File: config.mk
export PLATFORM = sky130hd
export DESIGN_NAME = mult_seq_ctrl_flat
export DESIGN_NICKNAME = d
export VERILOG_FILES = /design/src/rtl/mult_seq_ctrl_if.sv /design/src/rtl/mult_seq_ctrl.sv /design/src/flat_wrapper.sv
export SDC_FILE = /design/constraint.sdc
export NUM_CORES = 1
export LEC_CHECK = 0
export CORE_AREA = 4 4 129 131
export CTS_CLUSTER_SIZE = 14
export DETAILED_ROUTE_END_ITERATION = 8
export DIE_AREA = 0 0 133 135
export GPL_TIMING_DRIVEN = 1
export PLACE_DENSITY = 0.87
export SYNTH_ARGS = -nofsm -noshare
export SYNTH_HDL_FRONTEND = slang
export SYNTH_SLANG_ARGS = --single-unit
export TNS_END_PERCENT = 10
File: constraint.sdc
create_clock -name clk -period 2.6 [get_ports clk]
set_input_delay 0.78 -clock clk [delete_from_list [all_inputs] [get_ports clk]]
set_output_delay 0.78 -clock clk [all_outputs]
set_load 0.03 [all_outputs]
File: src/rtl/mult_seq_ctrl_if.sv
// Handshake and multiplier-side signal bundle for mult_seq_ctrl.
// master: the controller's view; slave: the surrounding environment's view.
interface mult_seq_ctrl_if #(
   parameter int unsigned N = 16
);
   logic           in_valid;
   logic           in_ready;
   logic [N-1:0]   in_a;
   logic [N-1:0]   in_b;
   logic           mul_start;
   logic [N-1:0]   mul_ain;
   logic [N-1:0]   mul_bin;
   logic           mul_done;
   logic [2*N-1:0] mul_yout;
   logic           out_valid;
   logic           out_ready;
   logic [2*N-1:0] out_y;
   logic           err;

   modport master (
      input  in_valid, in_a, in_b, mul_done, mul_yout, out_ready,
      output in_ready, mul_start, mul_ain, mul_bin, out_valid, out_y, err
   );

   modport slave (
      output in_valid, in_a, in_b, mul_done, mul_yout, out_ready,
      input  in_ready, mul_start, mul_ain, mul_bin, out_valid, out_y, err
   );
endinterface

File: src/rtl/mult_seq_ctrl.sv
// Operand FIFO feeding a sequential multiplier one job at a time, with an in-order result slot.
// Optional WAIT timeout/abort path enabled by defining MULT_SEQ_CTRL_TIMEOUT_EN.
module mult_seq_ctrl #(
   parameter int unsigned N     = 16,
   parameter int unsigned DEPTH = 4
) (
   input  logic            clk,
   input  logic            resetb,
   mult_seq_ctrl_if.master bus
);
   localparam int unsigned AW = (DEPTH > 1) ? $clog2(DEPTH) : 1;
   localparam int unsigned CW = AW + 1;

   typedef enum logic [1:0] {StIdle, StIssue, StWait, StAbort} state_e;

   state_e         state_q, state_d;
   logic [N-1:0]   fifo_a_q [DEPTH];
   logic [N-1:0]   fifo_b_q [DEPTH];
   logic [AW-1:0]  wr_ptr_q, rd_ptr_q;
   logic [CW-1:0]  count_q;
   logic [N-1:0]   ain_q, bin_q;
   logic           out_valid_q, out_valid_d;
   logic [2*N-1:0] out_y_q, out_y_d;
   logic           push, pop, capture, slot_free;

   assign bus.in_ready  = (count_q != CW'(DEPTH));
   assign push          = bus.in_valid && bus.in_ready;
   // Slot may be refilled if the consumer drains it at the same edge.
   assign slot_free     = !out_valid_q || bus.out_ready;
   assign bus.mul_start = (state_q == StIssue);
   assign bus.mul_ain   = ain_q;
   assign bus.mul_bin   = bin_q;
   assign bus.out_valid = out_valid_q;
   assign bus.out_y     = out_y_q;

`ifdef MULT_SEQ_CTRL_TIMEOUT_EN
   localparam int unsigned Limit = 2 * N + 2;
   localparam int unsigned TW    = $clog2(Limit + 1);
   logic [TW-1:0] wait_cnt_q;
   logic          err_q;

   always_ff @(posedge clk or negedge resetb) begin
      if (!resetb) begin
         wait_cnt_q <= '0;
         err_q      <= 1'b0;
      end else begin
         if (state_q == StIssue) begin
            wait_cnt_q <= '0;
         end else if (state_q == StWait) begin
            wait_cnt_q <= wait_cnt_q + TW'(1);
         end
         if (state_q == StAbort) begin
            err_q <= 1'b1;
         end
      end
   end

   assign bus.err = err_q;
`else
   assign bus.err = 1'b0;
`endif

   always_comb begin
      state_d = state_q;
      pop     = 1'b0;
      capture = 1'b0;
      unique case (state_q)
         StIdle: begin
            if (count_q != '0 && slot_free) begin
               pop     = 1'b1;
               state_d = StIssue;
            end
         end
         StIssue: state_d = StWait;
         StWait: begin
            if (bus.mul_done) begin
               capture = 1'b1;
               state_d = StIdle;
`ifdef MULT_SEQ_CTRL_TIMEOUT_EN
            end else if (wait_cnt_q == TW'(Limit - 1)) begin
               state_d = StAbort;
`endif
            end
         end
         StAbort: state_d = StIdle;
         default: state_d = StIdle;
      endcase
   end

   always_comb begin
      out_valid_d = out_valid_q;
      out_y_d     = out_y_q;
      if (capture) begin
         out_valid_d = 1'b1;
         out_y_d     = bus.mul_yout;
      end else if (bus.out_ready) begin
         out_valid_d = 1'b0;
      end
   end

   always_ff @(posedge clk) begin
      if (push) begin
         fifo_a_q[wr_ptr_q] <= bus.in_a;
         fifo_b_q[wr_ptr_q] <= bus.in_b;
      end
   end

   always_ff @(posedge clk or negedge resetb) begin
      if (!resetb) begin
         state_q     <= StIdle;
         wr_ptr_q    <= '0;
         rd_ptr_q    <= '0;
         count_q     <= '0;
         ain_q       <= '0;
         bin_q       <= '0;
         out_valid_q <= 1'b0;
         out_y_q     <= '0;
      end else begin
         state_q     <= state_d;
         out_valid_q <= out_valid_d;
         out_y_q     <= out_y_d;
         if (push) begin
            wr_ptr_q <= wr_ptr_q + AW'(1);
         end
         if (pop) begin
            rd_ptr_q <= rd_ptr_q + AW'(1);
            ain_q    <= fifo_a_q[rd_ptr_q];
            bin_q    <= fifo_b_q[rd_ptr_q];
         end
         count_q <= count_q + CW'(push) - CW'(pop);
      end
   end
endmodule
File: src/flat_wrapper.sv
// flat-port wrapper written by rule: the top's interface ports become plain ports
module mult_seq_ctrl_flat 
#(
   parameter int unsigned N     = 16,
   parameter int unsigned DEPTH = 4
)
  (clk, resetb, bus_in_valid, bus_in_a, bus_in_b, bus_mul_done, bus_mul_yout, bus_out_ready, bus_in_ready, bus_mul_start, bus_mul_ain, bus_mul_bin, bus_out_valid, bus_out_y, bus_err);
  mult_seq_ctrl_if #(.N(N)) bus_i ();
  input  logic clk;
  input  logic resetb;
  input wire logic [$bits(bus_i.in_valid)-1:0] bus_in_valid;
  input wire logic [$bits(bus_i.in_a)-1:0] bus_in_a;
  input wire logic [$bits(bus_i.in_b)-1:0] bus_in_b;
  input wire logic [$bits(bus_i.mul_done)-1:0] bus_mul_done;
  input wire logic [$bits(bus_i.mul_yout)-1:0] bus_mul_yout;
  input wire logic [$bits(bus_i.out_ready)-1:0] bus_out_ready;
  output wire logic [$bits(bus_i.in_ready)-1:0] bus_in_ready;
  output wire logic [$bits(bus_i.mul_start)-1:0] bus_mul_start;
  output wire logic [$bits(bus_i.mul_ain)-1:0] bus_mul_ain;
  output wire logic [$bits(bus_i.mul_bin)-1:0] bus_mul_bin;
  output wire logic [$bits(bus_i.out_valid)-1:0] bus_out_valid;
  output wire logic [$bits(bus_i.out_y)-1:0] bus_out_y;
  output wire logic [$bits(bus_i.err)-1:0] bus_err;
  assign bus_i.in_valid = bus_in_valid;
  assign bus_i.in_a = bus_in_a;
  assign bus_i.in_b = bus_in_b;
  assign bus_i.mul_done = bus_mul_done;
  assign bus_i.mul_yout = bus_mul_yout;
  assign bus_i.out_ready = bus_out_ready;
  assign bus_in_ready = bus_i.in_ready;
  assign bus_mul_start = bus_i.mul_start;
  assign bus_mul_ain = bus_i.mul_ain;
  assign bus_mul_bin = bus_i.mul_bin;
  assign bus_out_valid = bus_i.out_valid;
  assign bus_out_y = bus_i.out_y;
  assign bus_err = bus_i.err;
  mult_seq_ctrl #(.N(N), .DEPTH(DEPTH)) u_core (.clk(clk), .resetb(resetb), .bus(bus_i));
endmodule
==> summary.md <==
| Metric | Value |
|---|---|
| H-tree Lvls | `1` |
| Clk slew on worst S/H paths | `0.06 ns` |
| Pins Over Slew Limit | `0` |
| DR iter-0 viols | `138` |
| Synth top cells by count | `128 x edfxtp_1, 74 x dfrtp_1, 38 x mux2_2` |
| WP data required | `2.96 ns` |
| Reg2reg end | `u_core.count_q[2]` |
| Worst slew margin | `0.4369` |
| Adder-cell share of the synthesized area | `0.01241` |
| Post-synthesis mux area share | `0.2028` |
| CTS max path bufs | `3` |
| Syn Nets | `429` |
| Num CTS Buffers | `21` |
| R2r worst-path depth | `9` |
| Dpl ws | `-0.5307 ns` |
| Gr ovfl total | `0` |
| Synthesized area | `0.007661 sq mm` |
| Sw Ratio | `0.3167` |
| Maximum VDD drop | `0.5935 mV` |
| Critical Path Fanout Max | `3` |
| EDFF count, synth | `128` |
| Final #Nets | `584` |
| Worst setup SP type | `input port` |
| FFs w/ async S/R, synth | `0.3663` |
| Post-DR wirelength/cell | `19.05 microns` |
| First-pass GRT wire length | `22710 microns` |
| Reg2Reg Launch Point | `u_core.bus.out_valid` |
| Hold slack | `0.2385 ns` |
| WL final | `14060 microns` |
| Seq cells post-synth | `202` |
| Worst setup path startpoint | `bus_out_ready` |
| Top cells by area, synth | `edfxtp_1 50%, dfrtp_1 24%, mux4_2 9.4%` |
| Setup repair after global routing missed its margin | `false` |
| Setup-failing EPs final | `0` |
| Yosys warns | `0` |
| Skew-Pair Late Insertion Delay | `0.48 ns` |
| Post-Syn Instances | `353` |
| Reg power frac | `0.390` |
| Measured slew at the worst slew-check pin | `0.8446 ns` |
| Placer Congestion | `0.7082` |
| Flop-to-flop setup slack | `0.30 ns` |
| Vias/cell | `5.068` |
| CTS root buffer | `clkbuf_16` |
| Final Hold Viols | `0` |
| Die area | `0.01796 sq mm` |
| Port bufs | `135` |
| Area Overhead vs Synth | `31.18%` |
| Die Width | `133 microns` |
| Comb pwr share | `0.401` |
| Largest family of logic cells by synthesized area | `multiplexers` |
| Antenna Nets Post-Route | `0` |
| Int Pwr | `8922 uW` |
| Vias after detailed routing | `3740` |
| Total I/O pin count | `137` |
| Top achievable clock speed | `0.4190 GHz` |
| Overall routing resource usage | `0.1600` |
| Pleak | `0.003770 uW` |
| # DRC | `0` |
| Hold-fix buffers at CTS | `0` |
| Vias in the first global route | `4196` |
| # rows | `46` |
| Post-layout util | `0.6443` |
| Synth Area in XOR/XNOR | `0.005716` |
| Die H | `135 microns` |
| Crit. End Element | `flop` |
| # Post-CTS Setup Buffers | `0` |
| Hold crit path type | `input port to async pin` |
| Clock skew | `0.005915 ns` |
| CTS tree | `yes` |
| CP Class | `input port to flop` |
| Max cap viols | `0` |
| Crit path to | `u_core.count_q[2]` |
| Most frequent cell after synthesis | `edfxtp_1` |
| Top-area cell type share of the netlist area | `0.5017` |
| Status | `complete, no violations` |
| Synth cell types | `29` |
| Pwr Density | `1299 mW/mm^2` |
| Top_reg_cell synth | `edfxtp_1` |
| Critical Path AT | `2.74 ns` |
| Clk sinks | `202` |
| Seq/Total Area, Yosys | `0.7434` |
| Post-route setup TNS | `0 ns` |
| Final Cycle Share | `0.9179` |
| FILL cells | `1065` |
| Starting Density | `0.4912` |
| Mean Syn Cell Area | `21.70 sq um` |
| Area leader, netlist | `edfxtp_1` |
| P_sw | `4136 uW` |
| Final worst setup slack | `0.2136 ns` |
| Layout cells sized above 1 | `0.2854` |
| Clk pwr share | `0.209` |
| Compound-Gate Fraction of Synth Area | `0.0009799` |
| DPL Wire Length | `9217 microns` |
| Largest net degree at the start of global routing | `47` |
| Min Clock Period, post-route | `2.386 ns` |
| Core area | `0.01560 sq mm` |
| N_diodes | `0` |
| Initial antenna violation count | `0` |
| TritonRoute pass-1 iters | `4` |
| Simple-Gate Fraction of Synth Area | `0.01405` |
==> layer usage <==
metal / GRT usage / wire [microns]
met5: 0 / 0
met4: 0.04273 / 278
met3: 0.04359 / 991
met2: 0.2805 / 7069
met1: 0.1978 / 5717
==> cells by family (layout without fill, tap and decap cells) <==
logic type | after synthesis | count (layout)
AOI/OAI and AO/OA | 1 | 1
and+or+nand+nor | 16 | 16
xor gates and xnor gates | 5 | 5
other | 1 | 1
DFF | 202 | 202
buffers and inverters | 24 | 193
adders and majority gates | 7 | 7
muxes | 97 | 97
==> worst min path at each step <==
| stage | slack [ns] | end |
|---|---|---|
| 2_1_floorplan | 0.48 | u_core.bus.mul_ain[0] |
| 3_3_place_gp | 0.49 | u_core.bus.out_y[18] |
| 3_5_place_dp | 0.49 | u_core.bus.out_y[21] |
| 4_1_cts | 0.24 | u_core.bus.out_y[14] |
| 5_1_grt | 0.25 | u_core.bus.mul_ain[1] |
| 6_report | 0.24 | u_core.bus.out_y[16] |
==> flip-flops by register name (all words and copies together) (netlist names) <==
register,count
u_core.count_q,3
u_core.bus.out_y,32
u_core.state_q,2
u_core.wr_ptr_q,2
u_core.bus.mul_ain,16
u_core.bus.mul_bin,16
u_core.fifo_a_q,64
u_core.rd_ptr_q,2
u_core.fifo_b_q,64
u_core.bus.out_valid,1
==> final cells by class <==
cell class,instances,area [sq um],share of cell area
Tap cell,216,270.3,0.02689
Timing Repair Buffer,148,1588,0.1580
Multi-Input combinational cell,127,1828,0.1819
Sequential cell,202,5698,0.5670
Clock buffer,33,590.6,0.05877
Inverter,8,30.03,0.002988
Clock inverter,4,45.04,0.004482
==> critical path, cell delays in order <==
cell           delay [ns]
dlygate4sd2_1        0.24
nor2b_4              0.05
or4_2                0.62
inv_1                0.08
ha_1                 0.13
inv_1                0.04
ha_1                 0.18
fa_2                 0.36
xnor2_2              0.14
xnor2_1              0.12
==> through the flow <==
step           area, sq um  std cells  total power, uW
2_1_floorplan         7664        353             8534
3_3_place_gp          9403        701            10240
3_5_place_dp          9403        701            10460
4_1_cts              10040        738            13260
5_1_grt              10050        738            13760
6_report             10050        738            13060
==> timing repair <==
action | in CTS | in global routing
resized for setup | 2 | 2
setup endpoints to repair | 1 | 2
cloned | 0 | 0
endpoints found under the hold margin | 0 | 0
==> cell usage in the layout, fill, tap and decap left out, drive strengths merged, types with 3 or more instances in the layout <==
cell           count
mux4              32
and2               4
inv                8
buf               14
mux2              65
xnor2              5
edfxtp           128
clkbuf            33
ha                 6
dfrtp             74
clkinv             3
clkdlybuf4s50    131
==> power groups by stage <==
stage	clock network [uW]	registers (uW)	logic [uW]
after floorplan	0	5930	2600
after CTS	2820	5110	5330
after global routing	2960	5220	5580
final	2730	5090	5230
after detailed placement	0	5150	5310
after global placement	0	5090	5150
No activity file was read; power rests on OpenSTA's default activity.
